`src/rtl/fb_pkg.sv`:
```
`default_nettype none
// +------------------------------------------------------------------+
// | Package  : fb_pkg                                                |
// | Purpose  : Shared types and defaults for the ping-pong frame     |
// |            buffer (write sequencer and display read side).       |
// | Revision : 1.0  initial release                                  |
// +------------------------------------------------------------------+
package fb_pkg;

  // Write-side sequencer states
  typedef enum logic [1:0] {
    IDLE = 2'd0,
    FILL = 2'd1,
    FULL = 2'd2
  } fb_state_e;

  // Default geometry: 198x198 RGB332 frame per bank
  localparam int FB_FRAME_PIXELS = 39204;
  localparam int FB_ADDR_W       = 16;
  localparam int FB_DATA_W       = 8;
  localparam int FB_DROP_W       = 16;

endpackage : fb_pkg
`default_nettype wire

```
`src/rtl/sat_counter.sv`:
```
`default_nettype none
// +------------------------------------------------------------------+
// | Module   : sat_counter                                           |
// | Purpose  : Up-counter that sticks at all-ones; cleared only by   |
// |            the asynchronous reset.                               |
// | Revision : 1.0  initial release                                  |
// +------------------------------------------------------------------+
module sat_counter #(
  parameter int WIDTH = 16
) (
  input  logic             clk,
  input  logic             rst_n,
  input  logic             inc,
  output logic [WIDTH-1:0] count
);

  // Increment on request unless already saturated
  always_ff @(posedge clk or negedge rst_n) begin
    if (!rst_n) begin
      count <= '0;
    end else if (inc && (count != {WIDTH{1'b1}})) begin
      count <= count + WIDTH'(1);
    end
  end

endmodule : sat_counter
`default_nettype wire

```
`src/rtl/fb_pingpong_ctrl.sv`:
```
`default_nettype none
// +------------------------------------------------------------------+
// | Module   : fb_pingpong_ctrl                                      |
// | Purpose  : Writes complete sobel frames into one half of a       |
// |            2-bank BRAM and swaps banks with the display only at  |
// |            a display frame boundary.                             |
// | Revision : 1.0  initial release                                  |
// +------------------------------------------------------------------+
module fb_pingpong_ctrl
  import fb_pkg::*;
#(
  parameter int FRAME_PIXELS = FB_FRAME_PIXELS,
  parameter int ADDR_W       = FB_ADDR_W,
  parameter int DATA_W       = FB_DATA_W,
  parameter int DROP_W       = FB_DROP_W
) (
  input  logic              clk,
  input  logic              rst_n,
  input  logic              pi_flag,
  input  logic              pi_sof,
  input  logic [DATA_W-1:0] pi_rgb,
  input  logic              disp_frame_end,
  output logic              wr_en,
  output logic [ADDR_W:0]   wr_addr,
  output logic [DATA_W-1:0] wr_data,
  output logic              rd_bank,
  output logic              frame_ready,
  output logic              swap_pulse,
  output logic              sync_err,
  output logic [DROP_W-1:0] drop_cnt
);

  localparam logic [ADDR_W-1:0] LAST_IDX = ADDR_W'(FRAME_PIXELS - 1);
  localparam logic [ADDR_W-1:0] ONE_IDX  = ADDR_W'(1);

  // Reject geometries the index counter cannot represent
  generate
    if ((FRAME_PIXELS < 4) || (FRAME_PIXELS > (2 ** ADDR_W))) begin : g_bad_geometry
      $error("fb_pingpong_ctrl: FRAME_PIXELS out of range for ADDR_W");
    end
  endgenerate

  fb_state_e         state, state_nxt;
  logic [ADDR_W-1:0] idx, idx_nxt;
  logic              wr_bank, wr_bank_nxt;
  logic              rd_bank_nxt;
  logic              frame_ready_nxt;
  logic              swap_nxt;
  logic              sync_err_nxt;
  logic              do_write;
  logic [ADDR_W-1:0] write_idx;
  logic              drop_inc;

  // Next-state, index and bank bookkeeping; the write port is loaded from do_write/write_idx
  always_comb begin
    state_nxt       = state;
    idx_nxt         = idx;
    wr_bank_nxt     = wr_bank;
    rd_bank_nxt     = rd_bank;
    frame_ready_nxt = frame_ready;
    swap_nxt        = 1'b0;
    sync_err_nxt    = sync_err;
    do_write        = 1'b0;
    write_idx       = idx;
    drop_inc        = 1'b0;

    case (state)
      IDLE: begin
        // Only a start-of-frame pixel opens a new frame; stray pixels are ignored
        if (pi_flag && pi_sof) begin
          do_write  = 1'b1;
          write_idx = '0;
          idx_nxt   = ONE_IDX;
          state_nxt = FILL;
        end
      end

      FILL: begin
        if (pi_flag) begin
          do_write = 1'b1;
          if (pi_sof) begin
            // Unexpected frame start: restart the frame in place
            write_idx    = '0;
            idx_nxt      = ONE_IDX;
            sync_err_nxt = 1'b1;
          end else if (idx == LAST_IDX) begin
            // A swap request in this same cycle is deliberately not honoured
            idx_nxt         = '0;
            state_nxt       = FULL;
            frame_ready_nxt = 1'b1;
          end else begin
            idx_nxt = idx + ONE_IDX;
          end
        end
      end

      FULL: begin
        // Bank is frozen until the display takes it; incoming pixels are lost
        drop_inc = pi_flag;
        if (disp_frame_end) begin
          rd_bank_nxt     = wr_bank;
          wr_bank_nxt     = ~wr_bank;
          frame_ready_nxt = 1'b0;
          swap_nxt        = 1'b1;
          state_nxt       = IDLE;
        end
      end

      default: begin
        state_nxt = IDLE;
        idx_nxt   = '0;
      end
    endcase
  end

  // Sequencer state, bank pointers and status flags
  always_ff @(posedge clk or negedge rst_n) begin
    if (!rst_n) begin
      state       <= IDLE;
      idx         <= '0;
      wr_bank     <= 1'b0;
      rd_bank     <= 1'b1;
      frame_ready <= 1'b0;
      swap_pulse  <= 1'b0;
      sync_err    <= 1'b0;
    end else begin
      state       <= state_nxt;
      idx         <= idx_nxt;
      wr_bank     <= wr_bank_nxt;
      rd_bank     <= rd_bank_nxt;
      frame_ready <= frame_ready_nxt;
      swap_pulse  <= swap_nxt;
      sync_err    <= sync_err_nxt;
    end
  end

  // BRAM write port, one cycle behind the accepted pixel
  always_ff @(posedge clk or negedge rst_n) begin
    if (!rst_n) begin
      wr_en   <= 1'b0;
      wr_addr <= '0;
      wr_data <= '0;
    end else begin
      wr_en <= do_write;
      if (do_write) begin
        wr_addr <= {wr_bank, write_idx};
        wr_data <= pi_rgb;
      end
    end
  end

  sat_counter #(
    .WIDTH (DROP_W)
  ) u_drop_cnt (
    .clk   (clk),
    .rst_n (rst_n),
    .inc   (drop_inc),
    .count (drop_cnt)
  );

  // The display must never be reading the bank being written
  a_bank_exclusive : assert property (@(posedge clk) disable iff (!rst_n) wr_bank != rd_bank);

endmodule : fb_pingpong_ctrl
`default_nettype wire

```
`config.mk`:
```
export PLATFORM = sky130hd
export DESIGN_NAME = fb_pingpong_ctrl
export DESIGN_NICKNAME = d
export VERILOG_FILES = /design/src/rtl/fb_pkg.sv /design/src/rtl/sat_counter.sv /design/src/rtl/fb_pingpong_ctrl.sv
export SDC_FILE = /design/constraint.sdc
export NUM_CORES = 1
export LEC_CHECK = 0
export ABC_AREA = 0
export BUFFER_PORTS_ARGS = -buffer_cell sky130_fd_sc_hd__buf_2
export CORE_UTILIZATION = 59
export CTS_CLUSTER_SIZE = 30
export DETAILED_ROUTE_END_ITERATION = 16
export PLACE_DENSITY = 0.84
export SLEW_MARGIN = 40
export SYNTH_ARGS = -nofsm -noshare
export SYNTH_HDL_FRONTEND = slang
export SYNTH_HIERARCHICAL = 1
export SYNTH_SLANG_ARGS = --single-unit
export TNS_END_PERCENT = 20
```
`constraint.sdc`:
```
create_clock -name clk -period 3.2 [get_ports clk]
set_input_delay 0.48 -clock clk [delete_from_list [all_inputs] [get_ports clk]]
set_output_delay 0.48 -clock clk [all_outputs]
set_load 0.02 [all_outputs]
```
==> results.md, run 1 <==
- Status: completed
- Worst min path class: in2async
- Post-CTS Setup Inserts: 0
- Drc violations: 0
- # Max-Cap Violations: 0
- # fillers: 376
- PD cells: 443 mW/mm2
- Crit-path slowest cell: nor3_1
- Area delta synth->final: 15.2%
- Die H: 75.8 um
- RSZ-0062 raised after global routing: false
- Synth Flop Type: dfrtp_1
- CTS buffer count: 9
- Cell taking the most area after synthesis: dfrtp_1
- Sequential fraction of the synthesis area: 50.7%
- Total Neg Setup Slack: 0 ps
- Syn Nets: 342
- Clock tree buffer depth: 2
- GRT Util Overall: 25.3%
- GRT met2 Usage: 40.4%
- Final Critical Period: 2170 ps
- Register area: 0.00163 mm2
- Flop pwr share: 54.3%
- Gate power share: 9.5%
- Layout cells sized above 1: 23.8%
- Routed via count: 2,712
- Antenna violation net count after detailed routing: 0
- DRT iter0 DRCs: 200
- Global routing's busiest layer: met2
- Final clock skew: 6.35 ps
- Congestion Overflow GR: 0
- Post-DP HPWL: 4.73 mm
- Final Slew Violations: 0
- First-pass GRT wire length: 10.8 mm
- Switch share: 26.1%
- Critical path data required time: 3420 ps
- Most frequent cells in the layout: nand2_1 (74), dfrtp_1 (64), buf_2 (58)
- Vias in the first global route: 2,379
- Area of the multi-input gates: 0.00148 mm2
- GR Layer Usage met3: 5.82%
- Num rows: 26
- Slew HR: 55.6%
- Post-synth ARST share: 100%
- CP max FO: 9
- Worst skew pair latency: 340 ps
- IO Pins: 59
- CP Launch Type: flop
- Worst-path cell chain: inv_1 -> nor3_1 -> nand2_1 -> nor3_2 -> nand4_1 -> xnor2_1
- Final Power: 0.00164 W
- Setup violations, final: 0
- Maximum VDD drop: 0.000273 V
- TritonCTS clock tree: done
- Number of synthesis warnings: 6
- Worst hold margin: 60.1 ps
- Number of H-tree levels: 3
- Largest net degree at the start of global routing: 29
- DR vias/cell: 5.93
- Fin. Hold Viols: 0
- Clock power frac: 36.2%
- Synthesized area: 0.00321 mm2
- CTS Sinks: 65
- Pre-Repair DR Iteration Count: 6
- Crit path max-delay family: simple AND/OR/NAND/NOR gates
- WP buf/inv: 1
- Routed wire length: 6.91 mm
- Port Buf Inserts: 58
- Antenna violations before repair: 0
- Number of gates resized after cts: 0
- Net Switching: 0.000428 W
- Diode count: 0
- Cells after Synth: 327
- EDFF count, synth: 0
- Met1 Use GR: 33.7%
- Worst slew pin tran: 661 ps
- Worst-path clk slew: 70 ps
- Drt wl/cell: 15.1 um
- Crit path launch: state[1]
- WS Path Type: reg2reg
- LEAKAGE: 1.88 nW
- Die area: 0.00574 mm2
- Mean post-synth cell area: 9.82 um2
- Clock Root Buffer: clkbuf_8
- Die X: 75.8 um
- P_int: 0.00121 W
- Fin nets: 397
- RR Startpoint: state[1]
- Fin worst setup slack: 1030 ps
- Top cells by area, synth: dfrtp_1 (50%), nand2_1 (8.7%), nand3_1 (5.3%)
- Initial Util: 62.1%
- Yosys top cell area share: 49.9%
- Placer Congestion: 0.887
- CP endpoint kind: flop
- Critical path arrival: 2380 ps
- Commonest non-fill, non-tap cell in the layout: nand2_1
- Fmax: 461 MHz
- CORE AREA: 0.00517 mm2
- Distinct cells, synth: 53
- Largest stage delay on the critical path: 570 ps
- Fin crit share: 67.8%
- CTS Hold Bufs: 0
- #FFs+latches synth: 65
- Worst slack, placed: 1050 ps
final timing paths:
check	endpoint	slack, ps	cells after the start
worst max-delay path	u_drop_cnt/count[10]	1030	6
worst min-delay path	wr_addr[7]	60	1
worst max register to register	u_drop_cnt/count[10]	1030	6
worst min register to register	wr_addr[12]	460	2
max in group asynchronous	state[1]	2430	2
min in group clk	wr_data[3]	330	3
synth_stat cells (all sizes together) (3+ instances only):
cell type  instances
nand4             17
dfrtp             64
a21oi              5
nor2               8
nand3             35
and4               7
buf               11
inv                8
o21ai              8
nor4               3
and3               5
nand2             74
clkbuf             6
o22ai              4
a31oi             19
xnor2              6
nor3b              3
o21a               6
o31ai              3
and2               3
flip-flops by register name, indices dropped and copies added, names as in the netlist:
register and cells:
swap_pulse 1, wr_bank 1, idx 16, sync_err 1, u_drop_cnt/count 16, wr_addr 17, wr_data 8, frame_ready 1
wr_en 1, rd_bank 1, state 2
power by group through the flow:
| stage | Sequential (W) | Combinational [W] | Clock, W |
|---|---|---|---|
| 2_1_floorplan | 0.000927 | 0.0000665 | 0 |
| 3_3_place_gp | 0.000902 | 0.000152 | 0 |
| 3_5_place_dp | 0.000903 | 0.000156 | 0 |
| 4_1_cts | 0.000888 | 0.000157 | 0.000604 |
| 5_1_grt | 0.000893 | 0.000175 | 0.000640 |
| 6_report | 0.000889 | 0.000155 | 0.000593 |
per-stage QoR:
step	cell area (um2)	util [%]	instances
floorplan	3210	-	327
global placement	3540	68.4	441
detailed placement	3540	68.4	441
CTS	3700	71.5	457
global route	3700	71.5	457
finish	3700	71.5	457
layer usage:
layer  vias to the layer above  routed length (um)
met2                       125                3310
li1                       1302                   -
met4                         0                  70
met1                      1276                3080
met3                         9                 446
met5                         -                   0
final cells by class:
class	count	area share, %
flip-flops and latches	65	44.0
inverters	9	0.947
multi-input cells	236	39.9
clock inverters	1	0.135
well taps	70	2.37
clock buffers	15	4.23
repair buffers	61	8.45
cells by family (layout without fill, tap and decap cells):
logic type,count (synthesis),in the layout,synth area share [%]
AO/OA/AOI/OAI,55,55,11.8
XOR/XNOR,8,8,2.18
adder cells (fa/ha/maj),2,2,0.779
buffers and inverters,26,86,3.55
flip-flops,65,65,50.7
multiplexers,2,2,0.701
AND/OR/NAND/NOR,169,169,30.3
(Power assumes the default switching activity.)
==> inputs of run 2 (changes only) <==
--- a/config.mk
+++ b/config.mk
@@ -7,10 +7,10 @@
 export LEC_CHECK = 0
 export ABC_AREA = 0
 export BUFFER_PORTS_ARGS = -buffer_cell sky130_fd_sc_hd__buf_2
-export CORE_UTILIZATION = 59
+export CORE_UTILIZATION = 55
 export CTS_CLUSTER_SIZE = 30
 export DETAILED_ROUTE_END_ITERATION = 16
-export PLACE_DENSITY = 0.84
+export PLACE_DENSITY = 0.79
 export SLEW_MARGIN = 40
 export SYNTH_ARGS = -nofsm -noshare
 export SYNTH_HDL_FRONTEND = slang
==> constraint.sdc (replaced) <==
create_clock -name clk -period 2.2 [get_ports clk]
set_input_delay 0.33 -clock clk [delete_from_list [all_inputs] [get_ports clk]]
set_output_delay 0.33 -clock clk [all_outputs]
set_load 0.02 [all_outputs]
==> results.md, run 2 (synthesis gave the netlist of run 1 again) <==
- Status: finished, violations left
- Failing checks: negative hold slack
- Biggest regs: wr_addr x17, idx x16, u_drop_cnt/count x16
- Fin. Hold Viols: 2
- WS Path Type: reg2reg
- Worst skew pair latency: 340 ps
- Final Power: 0.00247 W
- Top layer in use: met4
- Critical path arrival: 2140 ps
- Commonest non-fill, non-tap cell in the layout: nand2_1
- Worst hold margin: -4.48 ps
- Worst min path class: in2async
- Final Slew Violations: 0
- Clock Root Buffer: clkbuf_8
- Routed via count: 2,743
- Maximum VDD drop: 0.000520 V
- Layout cells sized above 1: 25.1%
- Worst slew pin tran: 688 ps
- Die X: 78.4 um
- Total Neg Setup Slack: 0 ps
- CP max FO: 9
- # Max-Cap Violations: 0
- Antenna violation net count after detailed routing: 0
- Congestion Overflow GR: 0
- Fmax: 522 MHz
- Critical path data required time: 2430 ps
- Pre-Repair DR Iteration Count: 4
- Drc violations: 0
- Largest net degree at the start of global routing: 66
- IO Pins: 59
- DRT iter0 DRCs: 274
- Diode count: 0
- Fin nets: 401
- Clock tree buffer depth: 2
- Die area: 0.00615 mm2
- Max reg flops: 17
- TritonCTS clock tree: done
- CTS Hold Bufs: 0
- Num rows: 27
- Final clock skew: 5.59 ps
- Worst slack, placed: 315 ps
- CORE AREA: 0.00557 mm2
- Die H: 78.4 um
- Met2 WL: 3.31 mm
- DR vias/cell: 5.94
- Post-DP HPWL: 4.94 mm
- CTS Sinks: 65
- Drt wl/cell: 15.5 um
- Worst-path clk slew: 70 ps
- Most frequent cells in the layout: nand2_1 (74), dfrtp_1 (64), buf_2 (58)
- Slew HR: 53.9%
- Placer Congestion: 0.905
- Vias in the first global route: 2,588
- CTS buffer count: 9
- Biggest register: wr_addr
- Initial Util: 57.6%
- GRT Util Overall: 25.1%
- Number of gates resized after cts: 0
- Fin worst setup slack: 284 ps
- LEAKAGE: 1.91 nW
- Number of H-tree levels: 3
- Port Buf Inserts: 58
- Area delta synth->final: 17.1%
- Post-CTS Setup Inserts: 0
- RSZ-0062 raised after global routing: false
- CP endpoint kind: flop
- DRT met1 WL: 3.25 mm
- Fin crit share: 87.1%
- WL met3: 420 um
- PD cells: 656 mW/mm2
- Setup violations, final: 0
- Antenna violations before repair: 0
- Final Critical Period: 1920 ps
- First-pass GRT wire length: 11.9 mm
- Routed wire length: 7.15 mm
- CP Launch Type: flop
[run 2: worst paths after layout]
kind / cells after the start / start / slack [ps] / to
worst min register to register: 2 / wr_addr[15] / 460 / wr_addr[15]
worst max-delay path: 7 / state[1] / 280 / u_drop_cnt/count[5]
worst min-delay path: 2 / rst_n / -4 / wr_addr[15]
worst max register to register: 7 / state[1] / 280 / u_drop_cnt/count[5]
max in group asynchronous: 2 / rst_n / 1880 / rd_bank
min in group clk: 3 / pi_rgb[5] / 180 / wr_data[5]
[run 2: metal layers]
layer,vias up,track usage (%)
met3,19,5.12
met4,0,14.4
met5,-,0
met2,123,38.6
met1,1291,33.2
li1,1310,-
[run 2: final cells by class]
class                   count  area (um2)
clock inverters             4        45.0
flip-flops and latches     65        1630
repair buffers             65         355
fillers                   426        1810
multi-input cells         236        1480
well taps                  72        90.1
clock buffers              11         131
inverters                   9        35.0
[run 2: power by group]
part,leakage [nW],switching (W),internal (W)
combinational,0.951,0.000153,0.0000775
clock,0.0929,0.000430,0.000512
sequential,0.868,0.0000492,0.00124
[run 2: metrics by stage]
step	hold WS [ps]	util (%)	instance area (um2)	cells
2_1_floorplan	34.4	-	3210	327
3_3_place_gp	371	64.3	3580	447
3_5_place_dp	370	64.3	3580	447
4_1_cts	11.8	67.5	3760	462
5_1_grt	34.2	67.5	3760	462
6_report	-4.48	67.5	3760	462
[run 2: worst max-delay path, cell delays in order (launching register included)]
cell	delay (ps)
dfrtp_1	500
inv_1	150
nor3_1	230
buf_4	180
and3_1	260
and4_2	280
o211ai_1	90
o21a_1	110
